File: src/rtl/uart_pkg.sv
// Shared UART definitions: FSM state encoding, frame geometry and the default
// bit period, kept here so a future receiver can reuse them unchanged.
package uart_pkg;

    // Default number of clk cycles per serial bit period.
    localparam int DEFAULT_CLK_DIV = 104;

    // Data bits per frame (8N1).
    localparam int DATA_BITS = 8;

    // Width of the data-bit index (counts 0..DATA_BITS-1).
    localparam int IDX_W = $clog2(DATA_BITS);

    typedef enum logic [1:0] {
        ST_IDLE  = 2'd0,
        ST_START = 2'd1,
        ST_DATA  = 2'd2,
        ST_STOP  = 2'd3
    } uart_state_t;

    // Width of a counter that must hold 0..clk_div-1; never narrower than one bit.
    function automatic int baud_cnt_width(input int clk_div);
        return (clk_div < 2) ? 1 : $clog2(clk_div);
    endfunction

endpackage

File: src/rtl/uart_tx_if.sv
// Byte-in / serial-out handshake of the UART transmitter. The master side is
// the upstream byte source, the slave side is the transmitter itself.
interface uart_tx_if;
    import uart_pkg::*;

    logic [DATA_BITS-1:0] data_in;
    logic                 start;
    logic                 tx;
    logic                 busy;
    logic                 transmission_started;
    logic                 transmission_done;

    modport master (
        output data_in,
        output start,
        input  tx,
        input  busy,
        input  transmission_started,
        input  transmission_done
    );

    modport slave (
        input  data_in,
        input  start,
        output tx,
        output busy,
        output transmission_started,
        output transmission_done
    );

endinterface

File: src/rtl/uart_tx_baud_counter.sv
// Bit-period timer: counts CLK_DIV clk cycles and raises tick during the last
// cycle of each period. A reload restarts the period so that the first bit of
// a frame is aligned to the cycle in which the byte was accepted.
module baud_counter
    import uart_pkg::*;
#(
    parameter int CLK_DIV = DEFAULT_CLK_DIV
) (
    input  logic clk,
    input  logic rst,
    input  logic reload,
    output logic tick
);

    localparam int                 CNT_W = baud_cnt_width(CLK_DIV);
    localparam logic [CNT_W-1:0]   LAST  = CNT_W'(CLK_DIV - 1);

    logic [CNT_W-1:0] cnt;

    // Period counter: wraps at the end of every period, restarts on reload.
    always_ff @(posedge clk or negedge rst) begin
        if (!rst) begin
            cnt <= '0;
        end else if (reload || tick) begin
            cnt <= '0;
        end else begin
            cnt <= cnt + 1'b1;
        end
    end

    assign tick = (cnt == LAST);

endmodule

File: src/rtl/uart_tx.sv
// 8N1 UART transmitter. A byte is accepted from IDLE when start is high, then
// sent as one start bit, eight data bits LSB first and one stop bit, each
// lasting CLK_DIV cycles. All outputs come straight from flops.
module uart_tx
    import uart_pkg::*;
#(
    parameter int CLK_DIV = DEFAULT_CLK_DIV
) (
    input  logic       clk,
    input  logic       rst,
    uart_tx_if.slave   bus
);

    uart_state_t          state,   state_n;
    logic [DATA_BITS-1:0] shreg,   shreg_n;
    logic [IDX_W-1:0]     idx,     idx_n;
    logic                 tx_q,    tx_n;
    logic                 busy_q,  busy_n;
    logic                 started_q, started_n;
    logic                 done_q,  done_n;
    logic                 reload;
    logic                 tick;

    baud_counter #(
        .CLK_DIV (CLK_DIV)
    ) u_baud (
        .clk    (clk),
        .rst    (rst),
        .reload (reload),
        .tick   (tick)
    );

    // State and output registers; reset forces the idle line and aborts any frame.
    always_ff @(posedge clk or negedge rst) begin
        if (!rst) begin
            state     <= ST_IDLE;
            shreg     <= '0;
            idx       <= '0;
            tx_q      <= 1'b1;
            busy_q    <= 1'b0;
            started_q <= 1'b0;
            done_q    <= 1'b0;
        end else begin
            state     <= state_n;
            shreg     <= shreg_n;
            idx       <= idx_n;
            tx_q      <= tx_n;
            busy_q    <= busy_n;
            started_q <= started_n;
            done_q    <= done_n;
        end
    end

    // Next-state logic: frame sequencing, bit shifting and the two event pulses.
    always_comb begin
        state_n   = state;
        shreg_n   = shreg;
        idx_n     = idx;
        tx_n      = tx_q;
        busy_n    = busy_q;
        started_n = 1'b0;
        done_n    = 1'b0;
        reload    = 1'b0;

        case (state)
            ST_IDLE: begin
                // The done cycle is an IDLE cycle, so a waiting request is
                // taken here and frames end up one idle-high cycle apart.
                if (bus.start) begin
                    state_n   = ST_START;
                    shreg_n   = bus.data_in;
                    tx_n      = 1'b0;
                    busy_n    = 1'b1;
                    started_n = 1'b1;
                    reload    = 1'b1;
                end
            end
            ST_START: begin
                if (tick) begin
                    state_n = ST_DATA;
                    tx_n    = shreg[0];
                    shreg_n = {1'b0, shreg[DATA_BITS-1:1]};
                    idx_n   = '0;
                end
            end
            ST_DATA: begin
                if (tick) begin
                    if (idx == IDX_W'(DATA_BITS - 1)) begin
                        state_n = ST_STOP;
                        tx_n    = 1'b1;
                    end else begin
                        tx_n    = shreg[0];
                        shreg_n = {1'b0, shreg[DATA_BITS-1:1]};
                        idx_n   = idx + 1'b1;
                    end
                end
            end
            ST_STOP: begin
                if (tick) begin
                    state_n = ST_IDLE;
                    busy_n  = 1'b0;
                    done_n  = 1'b1;
                end
            end
            default: begin
                state_n = ST_IDLE;
                tx_n    = 1'b1;
                busy_n  = 1'b0;
            end
        endcase
    end

    assign bus.tx                   = tx_q;
    assign bus.busy                 = busy_q;
    assign bus.transmission_started = started_q;
    assign bus.transmission_done    = done_q;

endmodule

File: src/flat_wrapper.sv
// flat-port wrapper written by rule: the top's interface ports become plain ports
module uart_tx_flat import uart_pkg::*;
#(
    parameter int CLK_DIV = DEFAULT_CLK_DIV
)
  (clk, rst, bus_data_in, bus_start, bus_tx, bus_busy, bus_transmission_started, bus_transmission_done);
  uart_tx_if bus_i ();
  input  logic clk;
  input  logic rst;
  input wire logic [$bits(bus_i.data_in)-1:0] bus_data_in;
  input wire logic [$bits(bus_i.start)-1:0] bus_start;
  output wire logic [$bits(bus_i.tx)-1:0] bus_tx;
  output wire logic [$bits(bus_i.busy)-1:0] bus_busy;
  output wire logic [$bits(bus_i.transmission_started)-1:0] bus_transmission_started;
  output wire logic [$bits(bus_i.transmission_done)-1:0] bus_transmission_done;
  assign bus_i.data_in = bus_data_in;
  assign bus_i.start = bus_start;
  assign bus_tx = bus_i.tx;
  assign bus_busy = bus_i.busy;
  assign bus_transmission_started = bus_i.transmission_started;
  assign bus_transmission_done = bus_i.transmission_done;
  uart_tx #(.CLK_DIV(CLK_DIV)) u_core (.clk(clk), .rst(rst), .bus(bus_i));
endmodule
File: config.mk
export PLATFORM = sky130hd
export DESIGN_NAME = uart_tx_flat
export DESIGN_NICKNAME = d
export VERILOG_FILES = /design/src/rtl/uart_pkg.sv /design/src/rtl/uart_tx_if.sv /design/src/rtl/uart_tx_baud_counter.sv /design/src/rtl/uart_tx.sv /design/src/flat_wrapper.sv
export SDC_FILE = /design/constraint.sdc
export NUM_CORES = 1
export LEC_CHECK = 0
export ABC_AREA = 1
export CAP_MARGIN = 20
export CORE_MARGIN = 3
export CORE_UTILIZATION = 50
export CTS_CLUSTER_SIZE = 16
export DETAILED_ROUTE_END_ITERATION = 8
export GPL_TIMING_DRIVEN = 1
export PLACE_DENSITY_LB_ADDON = 0.15
export SLEW_MARGIN = 10
export SYNTH_ARGS = -nofsm -noshare
export SYNTH_HDL_FRONTEND = slang
export SYNTH_HIERARCHICAL = 1
export SYNTH_SLANG_ARGS = --single-unit
File: constraint.sdc
create_clock -name clk -period 1.46 [get_ports clk]
set_input_delay 0.292 -clock clk [delete_from_list [all_inputs] [get_ports clk]]
set_output_delay 0.292 -clock clk [all_outputs]
set_load 0.005 [all_outputs]
* After elaboration in Yosys (flattened, before gate mapping)
Cells that the tools add are included.
Storage, ports and cells: register bits after elaboration 24, input bits 11, output and inout bits 4, logic and storage cells 59
Cells by class: add/subtract/negate cells 2, equal/unequal tests 11, mux-type cells 28, reduce and logical (&&, ||, !) cells 10
Operators by type and width (count):
- 8-bit two-way mux | 4
- 8-bit case mux with 3 select lines | 1
- 1-bit two-way mux | 10
- 2-bit two-way mux | 5
- 2-bit != test (second input constant) | 5
- 5-bit AND reduction | 2
- 3-bit two-way mux | 3
- 2-bit case mux with 4 select lines | 1
- 4-bit AND reduction | 2
- 7-bit by 1-bit adder with 7-bit output (second input constant) | 1
- 7-bit == test (second input constant) | 1
- 7-bit two-way mux | 1
- 3-bit case mux with 2 select lines | 1
- 2-bit == test (second input constant) | 2
- 2-bit nonzero test | 2
- 3-bit by 1-bit adder with 3-bit output (second input constant) | 1
- 3-bit == test (second input constant) | 1
- 1-bit case mux with 3 select lines | 1
- 3-bit AND reduction | 1
- 3-bit nonzero test | 1
- 2-bit by 1-bit == test with 1-bit output (second input constant) | 1
- 2-bit logical NOT | 1
- 2-bit by 1-bit != test with 1-bit output (second input constant) | 1
- 1-bit case mux with 2 select lines | 1
- 1-bit logical OR | 1

* Longest topological paths before layout
depth in word-level cells 4, depth in mapped cells 12

* Cells and area by module
Netlist, hierarchy kept.
Modules (own cells, without submodules):
- uart_tx | cells each 132, area each 1041.0 um2, instances 1
- baud_counter | cells each 45, area each 354.1 um2, instances 1

* Worst setup path before layout
No wires, ideal clock.
kind flip-flop to flip-flop, start point register u_core.u_baud.cnt[0], end point register u_core.state[1], arrival time 1324 ps, period minus slack after synthesis 1441 ps, data required time 1343 ps, setup time 117 ps, path buffers 0, cell stages (with the launch flop) 13, slack 19 ps, cells stage by stage dfrtp_1 ha_1 nand2_1 nor2_1 nand2_1 inv_1 inv_2 nand2_1 nand2_1 inv_2 nand3_1 nand2_1 nand2_1
On the way: longest elaborated chain between the ends 3, elaborated cells between the ends (all ways) 5
Ends and longest elaborated chain:
- from (decl) | line uart_tx_baud_counter.sv:18 | logic [CNT_W-1:0] cnt;
- from (signal assigned) | line uart_tx_baud_counter.sv:27 | cnt <= cnt + 1'b1;
- 7-bit == test * | line uart_tx_baud_counter.sv:31 | assign tick = (cnt == LAST);
- named net u_core.tick | line uart_tx.sv:22 | logic tick;
- 2-bit != test (no source line)
- 5-bit AND reduction (no source line) *
- to (signal assigned) | line uart_tx.sv:44 | state <= state_n;
- to (decl) | line uart_tx.sv:14 | uart_state_t state, state_n;
Mark *: on every way through the listed nets, which the timed path passes. The rest lies on a longest branch. A chain may end at the register's enable or synchronous reset.

* Final worst setup path
start point register u_core.u_baud.cnt[0], end point register u_core.shreg[0]
On the way: longest elaborated chain between the ends 3, elaborated cells between the ends (all ways) 4
Ends and longest elaborated chain:
- 7-bit == test * | line uart_tx_baud_counter.sv:31
- named net u_core.tick | line uart_tx.sv:22
- 2-bit != test (no source line)
- 5-bit AND reduction (no source line) *
- to (signal assigned) | line uart_tx.sv:45 | shreg <= shreg_n;
- to (decl) | line uart_tx.sv:15 | logic [DATA_BITS-1:0] shreg, shreg_n;
Marks and branches as above.

==> results.ini <==
[run_status]
status=finished, violations left
violations=negative setup slack

[pwr]
ir_drop_v=0.00162
power_density_nw_per_um2=1960
totalPowerFinal_mw=3.52
p_leak_nw=0.944

[placed_design]
post-dp-hpwl_um=2140
dp.cells=230
routabilityCongestion=0.776
port_buffers=14
place_ws_ps=-46.6
placed_area_um2=1630

[timing]
whs_ps=327
relSlewSlack_pct=79.2
finalWorstSetupSlack_ps=-15.3
finalSetupTns_ps=-52.9
tightestPinTransition_ps=312
max_freq_ghz=0.678
rsz0062_at_grt=yes
finalHoldViolations=0
slew_viol_final=0
period_share_pct=101
min_period_ps=1480
skew_ps=5.47
setup_viol=7

[routing]
postRouteAntennaNets=0
highest-signal-layer=met4
drtIter0Drc=70
viasPerCell=5.20
met3_length_um=131
drt_first_pass_iters=4
dr_wl_met2_um=1570
via_count=1249
m1WireLength_um=1290
drc=0
wire_per_inst_um=12.5
drt-total-wl_um=3010

[synthesis]
yosys_warnings=6
syn_area_per_cell_um2=7.88
synth_cells=177
synth_edf_count=0
syn_area_um2=1400
synth-seq-cells=24
yosysSeqAreaShare_pct=43.1
synth_top_flop_cell=dfrtp_1
async_reset_ff_share_pct=100
synth_fp_nets=199
ys_types=23

[floorplanning]
die_h_um=58.8
die_w_um=58.8
start_util_pct=54.3
ios=15
core_um2=2570
dieArea_um2=3460
rows=18

[layout]
num-nets-final=233
final_cell_mix=nand2_1, dfrtp_1, inv_1
diodes=0
post-route-util_pct=69.9
final_common_cell=nand2_1
stdcell_count=240
finalInstanceArea_um2=1790
syn2layout_area_growth_pct=28.6
drive_gt1_share_pct=26.2

[setup_path]
startpoint=u_core/u_baud/cnt[0]
crit_type=reg -> reg
cp_data_required_time_ps=1680
cp_max_fo=8
cp.arrival_ps=1700
worstSetupEndpointType=flip-flop
rr_startpoint=u_core/u_baud/cnt[0]
crit_path_start_kind=flip-flop

[clock_tree]
cts_tree=yes
clockRootBuffer=clkbuf_4
cts.path.max_buffers=2
clock_latency_ps=310
cts_max_level=1
cts_buffers=3
cts.sinks=24
cts.clk_slew.worst_paths_ps=140
cts_hold_buf=0

[global_route]
grt_max_degree=25
grt_usage_pct=19.7
grt-ovfl-total=0
grt_pass1_vias=1287
grt_antenna_before_repair=0
grt_pass1_wl_um=5290

[run]
drv_cap=0

[hold_path]
hp-class=in -> async

==> what timing repair did <==
item	CTS	global route
cloned	0	1
pin swaps	3	6
endpoints found under the hold margin	0	0
resized for setup	12	14
endpoints found under the setup margin	17	21
buffers inserted	1	4
==> state kept, by name, summed over array words and instances (netlist names) <==
| signal | count |
|---|---|
| u_core/idx | 3 |
| u_core/bus.transmission_done | 1 |
| u_core/state | 2 |
| u_core/bus.tx | 1 |
| u_core/bus.busy | 1 |
| u_core/shreg | 8 |
| u_core/bus.transmission_started | 1 |
| u_core/u_baud/cnt | 7 |
==> power breakdown <==
part,internal (mW),switching (mW),leakage (nW)
registers,0.906,0.170,0.308
clock network,0.277,0.202,0.0279
logic,0.843,1.13,0.608
total,2.03,1.50,0.944
==> kinds of logic after synthesis <==
logic type	synth area share [%]
buf+inv	8.61
simple gates	31.0
fa+ha+maj	9.87
compound gates	6.73
xor+xnor	0.628
flops	43.1
==> Yosys cell counts, types with 2 or more instances <==
master,count,area [um2]
nand2_2,3,18.8
o21ai_1,7,35.0
inv_1,22,82.6
nand3_1,14,70.1
nand2_4,2,22.5
a21oi_1,4,20.0
ha_1,11,138
nor2_1,15,56.3
inv_2,4,15.0
nand3_2,2,20.0
nand2_1,54,203
o21ai_0,4,20.0
nand4_1,2,12.5
buf_6,2,22.5
dfrtp_1,23,576
==> path summary, 6_finish.rpt <==
path	end	slack [ps]	cells after the start
max	u_core/shreg[0]	-20	10
min	u_core/shreg[0]	330	2
max reg2reg	u_core/shreg[0]	-20	10
min reg2reg	u_core/bus.tx	480	2
max in group asynchronous	u_core/bus.tx	850	2
min in group clk	u_core/bus.tx	480	2
==> worst max-delay path, cell delays in order (launching register included) <==
cell and delay (ps):
dfrtp_1 380, ha_2 190, nand2_2 60, nor2_1 100
nand2_1 100, inv_2 100, inv_2 60, nand2_4 100
nand3_4 150, nand2_1 90, nand2_1 60
==> routing by layer <==
metal | vias up | global-route usage (%)
met2 | 34 | 33.0
met5 | - | 0
met4 | 0 | 8.74
li1 | 611 | -
met3 | 2 | 2.85
met1 | 602 | 25.0
==> cell type report <==
class | instances | area (um2)
fill | 225 | 773
multi-input combinational | 126 | 748
sequential | 24 | 603
timing repair buffer | 30 | 255
inverter | 26 | 97.6
tap | 30 | 37.5
clock inverter | 1 | 30.0
clock buffer | 3 | 22.5
(Power assumes the default switching activity.)
